===== config.mk =====
export PLATFORM = sky130hd
export DESIGN_NAME = risc_alu
export DESIGN_NICKNAME = d
export VERILOG_FILES = /design/src/rtl/alu_pkg.sv /design/src/rtl/alu_datapath.sv /design/src/rtl/risc_alu.sv
export SDC_FILE = /design/constraint.sdc
export NUM_CORES = 1
export LEC_CHECK = 0
export ABC_AREA = 1
export ABC_CLOCK_PERIOD_IN_PS = 800
export CORE_AREA = 2 2 166 119
export DETAILED_ROUTE_END_ITERATION = 12
export DIE_AREA = 0 0 168 121
export PLACE_DENSITY_LB_ADDON = 0.2
export SLEW_MARGIN = 5
export SYNTH_ARGS = -nofsm -noshare
export SYNTH_HDL_FRONTEND = slang
export SYNTH_HIERARCHICAL = 1
export SYNTH_SLANG_ARGS = --single-unit

===== constraint.sdc =====
create_clock -name clk -period 0.8 [get_ports clk]
set_input_delay 0.12 -clock clk [delete_from_list [all_inputs] [get_ports clk]]
set_output_delay 0.12 -clock clk [all_outputs]
set_load 0.005 [all_outputs]

===== src/rtl/alu_pkg.sv =====
`default_nettype none
// ============================================================================
// Module  : alu_pkg
// Brief   : Shared width and 6-bit opcode encodings for the RISC execute ALU.
// Revision: 1.0 - initial release
// ============================================================================
package alu_pkg;

    localparam int ALU_W = 32;

    localparam logic [5:0] OP_AND  = 6'h00;
    localparam logic [5:0] OP_ADD  = 6'h01;
    localparam logic [5:0] OP_SUB  = 6'h02;
    localparam logic [5:0] OP_ANDI = 6'h03;
    localparam logic [5:0] OP_ADDI = 6'h04;
    localparam logic [5:0] OP_LW   = 6'h05;
    localparam logic [5:0] OP_LWPI = 6'h06;
    localparam logic [5:0] OP_SW   = 6'h07;
    localparam logic [5:0] OP_BGT  = 6'h08;
    localparam logic [5:0] OP_BLT  = 6'h09;
    localparam logic [5:0] OP_BEQ  = 6'h0A;
    localparam logic [5:0] OP_BNE  = 6'h0B;

endpackage : alu_pkg
`default_nettype wire


===== src/rtl/alu_datapath.sv =====
`default_nettype none
// ============================================================================
// Module  : alu_datapath
// Brief   : Combinational opcode decode, arithmetic/logic, compare flags and
//           post-increment base value feeding the ALU output registers.
// Revision: 1.0 - initial release
// ============================================================================
module alu_datapath
    import alu_pkg::*;
#(
    parameter int WIDTH = ALU_W
) (
    input  logic [WIDTH-1:0] i_a,
    input  logic [WIDTH-1:0] i_b,
    input  logic [5:0]       i_opcode,
    output logic [WIDTH-1:0] o_result,
    output logic [WIDTH-1:0] o_ret_reg,
    output logic             o_zero,
    output logic             o_bgt,
    output logic             o_blt
);

    logic [WIDTH-1:0] w_sum;
    logic [WIDTH-1:0] w_diff;
    logic [WIDTH-1:0] w_and;
    logic [WIDTH-1:0] w_inc;

    // Carries are intentionally dropped: all arithmetic wraps modulo 2^WIDTH.
    assign w_sum  = i_a + i_b;
    assign w_diff = i_a - i_b;
    assign w_and  = i_a & i_b;
    assign w_inc  = i_a + {{(WIDTH-1){1'b0}}, 1'b1};

    always_comb begin
        o_result  = '0;
        o_ret_reg = '0;
        o_bgt     = 1'b0;
        o_blt     = 1'b0;
        case (i_opcode)
            OP_AND, OP_ANDI: o_result = w_and;
            OP_ADD, OP_ADDI, OP_LW, OP_SW: o_result = w_sum;
            OP_LWPI: begin
                o_result  = w_sum;
                o_ret_reg = w_inc;
            end
            OP_SUB, OP_BEQ, OP_BNE: o_result = w_diff;
            OP_BGT: begin
                o_result = w_diff;
                o_bgt    = (i_b > i_a);
            end
            OP_BLT: begin
                o_result = w_diff;
                o_blt    = (i_b < i_a);
            end
            default: o_result = '0;
        endcase
    end

    assign o_zero = (o_result == '0);

endmodule : alu_datapath
`default_nettype wire


===== src/rtl/risc_alu.sv =====
`default_nettype none
// ============================================================================
// Module  : risc_alu
// Brief   : Execute-stage ALU with one-cycle registered result, post-increment
//           write-back value and branch-compare flags.
// Revision: 1.0 - initial release
// ============================================================================
module risc_alu
    import alu_pkg::*;
#(
    parameter int WIDTH = ALU_W
) (
    input  logic             clk,
    input  logic             rst_n,
    input  logic             in_valid,
    input  logic [WIDTH-1:0] operand_a,
    input  logic [WIDTH-1:0] operand_b,
    input  logic [5:0]       opcode,
    output logic             out_valid,
    output logic [WIDTH-1:0] result,
    output logic [WIDTH-1:0] ret_reg,
    output logic             zero,
    output logic             bgt,
    output logic             blt
);

    logic [WIDTH-1:0] w_result;
    logic [WIDTH-1:0] w_ret_reg;
    logic             w_zero;
    logic             w_bgt;
    logic             w_blt;

    logic             r_out_valid;
    logic [WIDTH-1:0] r_result;
    logic [WIDTH-1:0] r_ret_reg;
    logic             r_zero;
    logic             r_bgt;
    logic             r_blt;

    alu_datapath #(
        .WIDTH (WIDTH)
    ) u_datapath (
        .i_a       (operand_a),
        .i_b       (operand_b),
        .i_opcode  (opcode),
        .o_result  (w_result),
        .o_ret_reg (w_ret_reg),
        .o_zero    (w_zero),
        .o_bgt     (w_bgt),
        .o_blt     (w_blt)
    );

    // Result and flags share one enable so they never skew across cycles.
    always_ff @(posedge clk or negedge rst_n) begin
        if (!rst_n) begin
            r_out_valid <= 1'b0;
            r_result    <= '0;
            r_ret_reg   <= '0;
            r_zero      <= 1'b0;
            r_bgt       <= 1'b0;
            r_blt       <= 1'b0;
        end else begin
            r_out_valid <= in_valid;
            if (in_valid) begin
                r_result  <= w_result;
                r_ret_reg <= w_ret_reg;
                r_zero    <= w_zero;
                r_bgt     <= w_bgt;
                r_blt     <= w_blt;
            end
        end
    end

    assign out_valid = r_out_valid;
    assign result    = r_result;
    assign ret_reg   = r_ret_reg;
    assign zero      = r_zero;
    assign bgt       = r_bgt;
    assign blt       = r_blt;

endmodule : risc_alu
`default_nettype wire


==> metrics.cfg, run 1 <==
[cts]
cts_sinks = 68
cts_buffers = 9
root_buffer = clkbuf_16
max-clock-path-buffers = 2
ctsHtreeMaxLevel = 3

[floorplanning]
rows = 42
boundaryPins = 141
start_util = 0.505
fp.dieW_microns = 168
die_h_microns = 121

[placed_design]
dp.final_hpwl_microns = 34100
dp_cells = 2370
place_congestion = 1.02
port_buffers = 140
pre_cts_ws_ns = -2.09

[synthesis]
avgSynthCellArea_sq_um = 5.52
yosysSeqAreaShare = 0.181
synth_area_leaders = nand2_1 (27%), dfrtp_1 (18%), inv_1 (11%), ha_1 (8.8%), nor2_1 (7.2%)
synth_top_area_frac = 0.266
yosys_warnings = 6
synthCells = 1705
yosysUniqueCellTypes = 46
synth_nets = 1846
ys_ff_latch = 68
yosys.area.top_type = nand2_1
syn_area_sq_mm = 0.00942

[global_routing]
grt_max_degree = 69

[timing]
grt-worst-endpoint = zero$_DFFE_PN0P_/D
worst_path_end_type = register data pin

[run_status]
failed_stage = global routing (5_1_grt)
error_line = [ERROR DPL-0038] Utilization greater than 100%, impossible to legalize
status = stopped before the end

[synth_stat cells (all sizes together)]
cell type    n
nand2      680
inv        293
nor2       205
nand3      138
a21oi       73
dfrtp       68
ha          66
buf         45
o21ai       36
nand4       27
nor3        25
o21bai      11
nor4         6
xor2         5
clkbuf       4
nand3b       3
o21a         3
a21o         2
a31oi        2
and3         2
fa           2
nor3b        2
a211oi       1
a221oi       1
and2         1
clkinv       1
o211ai       1
o221ai       1
o22ai        1
[through the flow]
step	area, sq um	hold slack (ns)	util	TNS, ns
4_1_cts	17300	0.201	0.927	-79.73
3_5_place_dp	14400	0.0994	0.773	-114.67
3_3_place_gp	14400	0.101	0.773	-110.03
2_1_floorplan	10500	-0.176	-	-35.25
[cell families after synthesis]
family,share of synthesized area
AND/OR/NAND/NOR,0.490
AO/OA/AOI/OAI,0.0785
flip-flops,0.181
XOR/XNOR,0.00465
buffers and inverters,0.154
adder cells (fa/ha/maj),0.0919
[timing repair]
item,CTS
buffers inserted,104
pin swaps,291
hold buffers,1
endpoints found under the setup margin,135
cloned,1
resized for setup,867
hold endpoints to repair,68
==> run 2, diff against run 1 <==
ABC_CLOCK_PERIOD_IN_PS = 1000   (was 800)
CORE_AREA = 2 2 157 159   (was 2 2 166 119)
DIE_AREA = 0 0 159 161   (was 0 0 168 121)
PLACE_DENSITY_LB_ADDON = 0.15   (was 0.2)
clock period = 1 ns   (was 0.8 ns; I/O delays follow)
==> metrics.cfg, run 2 <==
[timing]
max_freq_mhz = 471
fin_ws_ns = -1.12
drv_slew = 0
setup_viol = 80
fin_skew_ns = 0
finalHoldViolCount = 0
final_period_minus_worst_setup_slack_ns = 2.12
fin_crit_sh = 2.12
slew_headroom = 0.693
holdWs_ns = 0.163
worstMarginPinSlew_ns = 0.458
rsz0062_at_grt = yes

[setup_path]
endpoint_kind = flop
start_kind = input port
critPathRequiredTime_ns = 1.28
cp_top_family = simple AND/OR/NAND/NOR gates
slowest_stage = fa_2
crit_top_cell = nand2_1
crit_chain = buf_12, inv_12, ha_4, fa_2, inv_2, buf_6, nand2_4, nand3_4, nand2_2, nand2_2, o21ai_1, nor2_1, nand3_1, nor2_2, nand3_2, nor2_4, nand2_1, nor2_1, nand2_1, nand2_1
critPathMaxFanout = 3
worst-setup-path-type = in2reg
cp_num_buf_inv = 4
critPathArrivalTime_ns = 2.41
cpPeakStageDelay_ns = 0.37

[global_routing]
grtUsageMet1 = 0.426
top_usage_layer = met2
grt_pass1_wl_microns = 68300
grt_use_met3 = 0.0395
first_global_vias = 13300
grt_util_all_layers = 0.335
grt_overflow_total = 0
grt_max_degree = 36
grtUsageMet2 = 0.578
antenna_found_initial = 1

[layout]
multi_input_area_sq_mm = 0.00995
area_growth_pct = 107
antennaDiodeCount = 0
nFillCells = 1588
layout_commonest_cell = nand2_1
layout-drive-gt1-share = 0.612
layout_common_cells = nand2_1 (446), buf_4 (394), inv_1 (158), nand2_2 (145), buf_6 (143)
fin_nets = 2476
seq_area_sq_mm = 0.00170

[synthesis]
synth_xor_area_frac = 0.00465
ys_ff_latch = 68
yosys_warnings = 6
synthCells = 1705
synth-async-reset-ratio = 1.00
synth_top_family_by_area = simple AND/OR/NAND/NOR gates
yosysUniqueCellTypes = 46
synth_nets = 1846
synth_fa_ha_area_frac = 0.0919
synthTopCellsByCount = nand2_1 (668), inv_1 (288), nor2_1 (180)
synth-simple-area-share = 0.490
synth-edff-count = 0
synth_area_leaders = nand2_1 (27%), dfrtp_1 (18%), inv_1 (11%), ha_1 (8.8%), nor2_1 (7.2%)
synth_flop_cell = dfrtp_1
synth_top_area_frac = 0.266
synth_compound_area_frac = 0.0785
synth_mux_area_frac = 0
yosysSeqAreaShare = 0.181
syn_area_sq_mm = 0.00942
yosys.area.top_type = nand2_1
avgSynthCellArea_sq_um = 5.52
yosysMostFrequentCell = nand2_1

[run_status]
violations = negative setup slack
status = finished, violations left

[placed_design]
place_congestion = 0.955
pre_cts_ws_ns = -1.99
dp.final_hpwl_microns = 32400
port_buffers = 140

[cts]
cts_buffers = 9
clk_pin_slew_ns = 0.06
max-clock-path-buffers = 2
worst_skew_pair.late_latency_ns = 0.34
root_buffer = clkbuf_16
ctsHtreeMaxLevel = 3
cts_tree = built
cts_sinks = 68

[run]
max_cap_viol_count = 0

[route]
ant_nets = 0
drc = 0
dr_total_vias = 14200
drtPass1Iterations = 6
wl_per_cell_microns = 18.6
first_iter_violations = 948
via_per_inst = 5.32
routed_wl_microns = 49500

[floorplanning]
start_util = 0.393
core_area_sq_mm = 0.0240
die_h_microns = 161
rows = 57
fp.dieArea_sq_mm = 0.0256
fp.dieW_microns = 159
boundaryPins = 141

[power_and_ir_drop]
leakagePower_uw = 0.0102
ir_drop_mv = 0.678
powerDensity_mw_per_mm2 = 806

[hold_path]
hold_path.class = in2async

run 2: path summary, 6_finish.rpt:
path | from | endpoint | slack, ns | depth (start not counted)
hold reg to reg | result[23]$_DFFE_PN0P_ | result[23]$_DFFE_PN0P_ | 0.47 | 2
setup reg to reg | result[20]$_DFFE_PN0P_ | result[20]$_DFFE_PN0P_ | 0.18 | 4
max in group asynchronous | rst_n | ret_reg[26]$_DFFE_PN0P_ | 0.41 | 3
hold / removal | rst_n | result[3]$_DFFE_PN0P_ | 0.16 | 2
min in group clk | opcode[0] | blt$_DFFE_PN0P_ | 0.23 | 5
setup / recovery | operand_a[0] | zero$_DFFE_PN0P_ | -1.12 | 20
run 2: cells by family after synthesis:
group / Yosys count
AO/OA/AOI/OAI: 132
AND/OR/NAND/NOR: 1089
XOR/XNOR: 5
flip-flops: 68
buffers and inverters: 343
adder cells (fa/ha/maj): 68
run 2: stage by stage:
stage	total power [uW]	util	TNS [ns]	area, sq um	instances
2_1_floorplan	6230	-	-23.86	10400	1705
3_3_place_gp	9250	0.615	-90.84	14700	2490
3_5_place_dp	9320	0.615	-92.10	14700	2490
4_1_cts	14200	0.742	-49.84	17800	2598
5_1_grt	16400	0.812	-46.29	19500	2663
6_report	15700	0.812	-40.86	19500	2663
run 2: final cells by class:
type,count,area share
flip-flops and latches,68,0.0874
clock inverters,2,0.00180
repair buffers,668,0.300
multi-input cells,1294,0.511
well taps,324,0.0208
clock buffers,13,0.0129
inverters,294,0.0664
run 2: power breakdown:
group	internal, uW	leakage, uW	switching, uW
combinational	4320	0.00911	5190
sequential	2870	0.000935	55.4
clock	1990	0.000140	1280
total	9170	0.0102	6530
run 2: layer usage:
metal	up-vias	share of wire
met2	746	0.47
met3	239	0.077
li1	6525	-
met5	-	0
met1	6661	0.39
met4	0	0.062
run 2: repair_timing:
| action | CTS | global route |
|---|---|---|
| gates cloned | 4 | 1 |
| endpoints found under the setup margin | 135 | 135 |
| endpoints found under the hold margin | 68 | 0 |
| gates resized for setup | 952 | 509 |
| hold buffers | 1 | 0 |
| pin swaps | 346 | 267 |
| buffers inserted | 109 | 90 |
Note: power is estimated with default switching activity, not from simulation.
==> run 3, diff against run 2 <==
SETUP_SLACK_MARGIN = 0.05   (was not set)
==> metrics.cfg, run 3 (synthesis results as in run 2) <==
[timing]
worstMarginPinSlew_ns = 0.388
tns_ns = -33.94
fin_ws_ns = -1.03
final_period_minus_worst_setup_slack_ns = 2.03
rsz0062_at_grt = yes
fin_skew_ns = 0
max_freq_mhz = 492
drv_slew = 0
holdWs_ns = 0.155
fin_crit_sh = 2.03
slew_headroom = 0.740
setup_viol = 72
finalHoldViolCount = 0

[setup_path]
endpoint_kind = flop
cp_num_buf_inv = 4
worst-setup-path-type = in2reg
critPathMaxFanout = 5
crit_top_cell = nand2_1
cp_top_family = simple AND/OR/NAND/NOR gates
slowest_stage = ha_4
cpPeakStageDelay_ns = 0.35
critPathArrivalTime_ns = 2.32
start_kind = input port
crit_chain = buf_2, inv_2, ha_4, buf_6, nor2_4, nand3_1, nand3_2, nand2_2, buf_4, nand3_1, nand3_2, nand3_4, nor3_4, nand3_4, nor2_4, nand2_1, nor2_1, nand2_1, nand2_1
critPathRequiredTime_ns = 1.29

[global_routing]
grt_pass1_wl_microns = 62900
grt_overflow_total = 0
grt_util_all_layers = 0.309
grt_max_degree = 69
antenna_found_initial = 0
first_global_vias = 12400

[layout]
antennaDiodeCount = 0
layout_commonest_cell = nand2_1
seq_area_sq_mm = 0.00170
multi_input_area_sq_mm = 0.00971
area_growth_pct = 98.3
nFillCells = 1746
fin_nets = 2431
layout.cells.non_filler = 2618
layout_common_cells = nand2_1 (449), buf_4 (361), inv_1 (167), nand2_2 (145), buf_6 (131)
layout-drive-gt1-share = 0.591

[power_and_ir_drop]
power_uw = 14900
leakagePower_uw = 0.00990
powerDensity_mw_per_mm2 = 796
ir_drop_mv = 0.645

[placed_design]
port_buffers = 140
dp_cells = 2467
dp.final_hpwl_microns = 31700
place_congestion = 0.942

[floorplanning]
core_area_sq_mm = 0.0240
rows = 57
fp.dieArea_sq_mm = 0.0256
start_util = 0.393
die_h_microns = 161
fp.dieW_microns = 159
boundaryPins = 141

[route]
first_iter_violations = 863
ant_nets = 0
routed_wl_microns = 44500
drtPass1Iterations = 8
drc = 0
dr_total_vias = 13400
wl_per_cell_microns = 17.0
via_per_inst = 5.12

[cts]
cts_tree = built
max-clock-path-buffers = 2
cts_buffers = 9
ctsHtreeMaxLevel = 3
clk_pin_slew_ns = 0.06
root_buffer = clkbuf_16
worst_skew_pair.late_latency_ns = 0.34
cts_sinks = 68

[run]
max_cap_viol_count = 0

[run_status]
violations = negative setup slack
status = finished, violations left

[hold_path]
hold_path.class = in2async

[run 3: cell types whose count changed in the layout (fill, tap and decap cells not counted), moves of 5 or more]
cell / previous run / this run
ha_1: 16 / 22
nand2_8: 9 / 4
buf_6: 143 / 131
inv_1: 158 / 167
ha_2: 14 / 5
buf_12: 24 / 19
nand3_1: 44 / 53
nand3_2: 65 / 60
buf_4: 394 / 361
clkbuf_2: 65 / 76
nor2_4: 80 / 75
[run 3: path summary, 6_finish.rpt]
| path | from | end | slack [ns] | cells past startpoint |
|---|---|---|---|---|
| min | rst_n | result[1]$_DFFE_PN0P_ | 0.16 | 2 |
| max in group asynchronous | rst_n | ret_reg[31]$_DFFE_PN0P_ | 0.42 | 3 |
| max | operand_b[4] | zero$_DFFE_PN0P_ | -1.03 | 19 |
| min in group clk | opcode[0] | blt$_DFFE_PN0P_ | 0.19 | 5 |
| max reg2reg | result[20]$_DFFE_PN0P_ | result[20]$_DFFE_PN0P_ | 0.19 | 4 |
| min reg2reg | result[26]$_DFFE_PN0P_ | result[26]$_DFFE_PN0P_ | 0.47 | 2 |
[run 3: routing by layer]
layer  vias up  track usage  routed length (microns)  part of all wire
li1       6420            -                        -                 -
met1      6297        0.410                    18700              0.42
met2       543        0.526                    21300              0.48
met3       143       0.0365                     2620             0.059
met4         0       0.0979                     1900             0.043
met5         -            0                        0                 0
[run 3: layout make-up]
type,instances,share of cell area
Sequential cell,68,0.0911
Tap cell,324,0.0217
Multi-Input combinational cell,1294,0.520
Timing Repair Buffer,623,0.285
Clock buffer,11,0.0130
Clock inverter,4,0.00141
Inverter,294,0.0678
[run 3: worst register-to-register path, cell delays in order (launching register included)]
cell and delay, ns:
dfrtp_1 0.37, buf_4 0.13, buf_4 0.12, nand2_1 0.05
nand2_1 0.04
[run 3: per-stage QoR]
stage                     worst slack (ns)  instance area (sq um)  utilization
after floorplan                     -0.868                  10400            -
after global placement               -1.98                  14500        0.606
after detailed placement             -1.99                  14500        0.606
after CTS                            -1.00                  16700        0.697
after global routing                 -1.14                  18700        0.779
final                                -1.03                  18700        0.779
[run 3: timing repair]
| action | CTS | global route |
|---|---|---|
| cloned | 0 | 4 |
| setup endpoints to repair | 135 | 135 |
| setup buffers | 70 | 85 |
| pin swaps | 227 | 305 |
| hold endpoints to repair | 68 | 0 |
| hold buffers | 1 | 0 |
| resized for setup | 672 | 667 |
[run 3: power breakdown]
group	internal (uW)	leakage, uW	switching (uW)
logic	4010	0.00883	4890
registers	2860	0.000935	56.6
clock network	1730	0.000131	1310
total	8610	0.00990	6260
==> run 4, diff against run 3 <==
ABC_AREA = 0   (was 1)
ABC_CLOCK_PERIOD_IN_PS = 1900   (was 1000)
CORE_AREA = 2 2 144 146   (was 2 2 157 159)
DIE_AREA = 0 0 146 148   (was 0 0 159 161)
SLEW_MARGIN = 15   (was 5)
clock period = 1.9 ns   (was 1 ns; I/O delays follow)
==> metrics.cfg, run 4 <==
[placed_design]
dp_cells = 1697
pre_cts_ws_ns = -2.87
dp.final_hpwl_microns = 25100
place_congestion = 0.955
placedInstanceArea_sq_mm = 0.0126
port_buffers = 140

[synthesis]
synth_area_leaders = dfrtp_1 (22%), ha_1 (10%), mux2_4 (5.7%), mux2_2 (5.4%), a21oi_1 (4.8%)
avgSynthCellArea_sq_um = 8.18
synth-edff-count = 0
syn_area_sq_mm = 0.00788
synth_top_area_frac = 0.216
ys_ff_latch = 68
yosysUniqueCellTypes = 78
yosysMostFrequentCell = nor2_1
synth_nets = 1105
yosys_warnings = 6
yosys.area.top_type = dfrtp_1
synth-async-reset-ratio = 1.00
synthCells = 964
yosysSeqAreaShare = 0.216
synthTopCellsByCount = nor2_1 (76), a21oi_1 (75), dfrtp_1 (68)
synth_flop_cell = dfrtp_1

[route]
dr_wl_met3_microns = 3170
wl_met1_microns = 15700
routed_wl_microns = 34800
via_per_inst = 5.70
route.top_layer_used = met4
wl_per_cell_microns = 19.6
first_iter_violations = 776
drtPass1Iterations = 5
ant_nets = 0
wl_met2_microns = 14800
dr_total_vias = 10200
drc = 0

[layout]
fin_nets = 1649
layout.cells.non_filler = 1782
area_growth_pct = 88.0
antennaDiodeCount = 0
multi_input_area_sq_mm = 0.00722
layout_common_cells = buf_4 (392), clkdlybuf4s50_1 (98), dfrtp_1 (68), buf_6 (65), nor2_1 (64)
layout-drive-gt1-share = 0.519
layout_commonest_cell = buf_4
nFillCells = 1495
fin_area_sq_mm = 0.0148
seq_area_sq_mm = 0.00170

[timing]
fin_ws_ns = -1.88
max_freq_mhz = 265
tns_ns = -28.11
slew_headroom = 0.531
setup_viol = 32
fin_skew_ns = 0
fin_crit_sh = 1.99
drv_slew = 0
holdWs_ns = 0.282
rsz0062_at_grt = yes
final_period_minus_worst_setup_slack_ns = 3.78
worstMarginPinSlew_ns = 0.697
finalHoldViolCount = 0

[setup_path]
crit_chain = buf_8, buf_6, ha_4, inv_2, fa_2, o21bai_4, nand3_4, buf_6, and2_4, a221o_1, a22o_1, nand4bb_1, or4_4, a2111o_1, or4_4, nor4_2, and4bb_1, mux2_4
cpPeakStageDelay_ns = 0.51
critPathMaxFanout = 2
slowest_stage = or4_4
critPathArrivalTime_ns = 4.06
start_kind = input port
worst-setup-path-type = in2reg
critPathRequiredTime_ns = 2.19
worstReg2RegEnd = bgt$_DFFE_PN0P_
rr_startpoint = bgt$_DFFE_PN0P_
endpoint_kind = flop
reg2reg_slack_ns = 1.07
r2r_cells = 1

[power_and_ir_drop]
ir_drop_mv = 0.441
powerDensity_mw_per_mm2 = 494
leakagePower_uw = 0.00679

[cts]
root_buffer = clkbuf_16
cts_buffers = 9
cts_tree = built
cts_sinks = 68
clk_pin_slew_ns = 0.06
ctsHtreeMaxLevel = 3
worst_skew_pair.late_latency_ns = 0.35
max-clock-path-buffers = 2

[global_routing]
first_global_vias = 9691
grt_max_degree = 40
grt_overflow_total = 0
antenna_found_initial = 0
grt_pass1_wl_microns = 51400
grt_util_all_layers = 0.296

[floorplanning]
fp.dieW_microns = 146
die_h_microns = 148
start_util = 0.393
rows = 52
core_area_sq_mm = 0.0200
fp.dieArea_sq_mm = 0.0216
boundaryPins = 141

[run]
max_cap_viol_count = 0

[hold_path]
worstHoldStart = in_valid
hold_path_depth = 1
hold_path.class = in2reg
min_to = out_valid$_DFF_PN0_

[run_status]
status = finished, violations left
violations = negative setup slack

==> run 4: cell types whose count changed after synthesis, moves of 24 or more <==
cell | previous run | this run
nand2_1 | 668 | 67
inv_1 | 288 | 67
nor2_1 | 180 | 76
nand3_1 | 123 | 29
mux2_2 | 0 | 38
clkbuf_1 | 4 | 40
mux2_4 | 0 | 30
xnor2_1 | 0 | 25
nor2_2 | 24 | 0
==> run 4: what timing repair did <==
action,in CTS,in global routing
setup buffers,64,32
setup endpoints to repair,61,48
hold endpoints to repair,29,0
hold buffers,1,0
gates resized for setup,306,145
pin swaps,95,90
==> run 4: logic make-up (layout without fill, tap and decap cells) <==
kind of cell,after synthesis,in the layout,share of synthesized area
compound gates,291,291,0.259
flops,68,68,0.216
xor+xnor,39,39,0.0433
fa+ha+maj,68,68,0.110
mux,70,70,0.114
buf+inv,122,670,0.0644
simple gates,306,306,0.194
==> run 4: worst max path at each step <==
stage	from	end	slack, ns	cells past startpoint
floorplan	operand_b[8]	zero$_DFFE_PN0P_	-1.94	15
global placement	operand_b[8]	zero$_DFFE_PN0P_	-2.87	15
detailed placement	operand_b[8]	zero$_DFFE_PN0P_	-2.87	15
CTS	operand_a[0]	zero$_DFFE_PN0P_	-1.99	17
global route	operand_a[0]	zero$_DFFE_PN0P_	-1.96	18
finish	operand_a[0]	zero$_DFFE_PN0P_	-1.88	18
==> run 4: layout make-up <==
cell class | instances | share of cell area
well taps | 270 | 0.0228
flip-flops and latches | 68 | 0.115
repair buffers | 587 | 0.335
inverters | 68 | 0.0206
clock inverters | 1 | 0.000338
clock buffers | 14 | 0.0192
multi-input cells | 774 | 0.487
==> run 4: per-layer routing <==
layer,global-route usage,vias to the layer above
met4,0.0777,0
met1,0.433,4872
met3,0.0657,93
met5,0,-
li1,-,4674
met2,0.441,523
==> run 4: per-stage QoR <==
step | total power [uW] | util
after floorplan | 3100 | -
after global placement | 4780 | 0.628
after detailed placement | 4820 | 0.628
after CTS | 6950 | 0.704
after global routing | 7640 | 0.740
final | 7320 | 0.740
==> run 4: critical path, delay by kind of cell <==
kind / cells / cell delay (ns)
adder cells (fa/ha/maj): 2 / 0.50
AND/OR/NAND/NOR: 7 / 1.72
buffers and inverters: 4 / 0.33
multiplexers: 1 / 0.13
AO/OA/AOI/OAI: 4 / 1.09
==> run 4: power breakdown <==
part           internal [uW]  total, uW  switching, uW  leakage, uW
registers               1550       1610           59.3     0.000917
clock network           1020       1650            630     0.000145
logic                   2160       4060           1890      0.00573
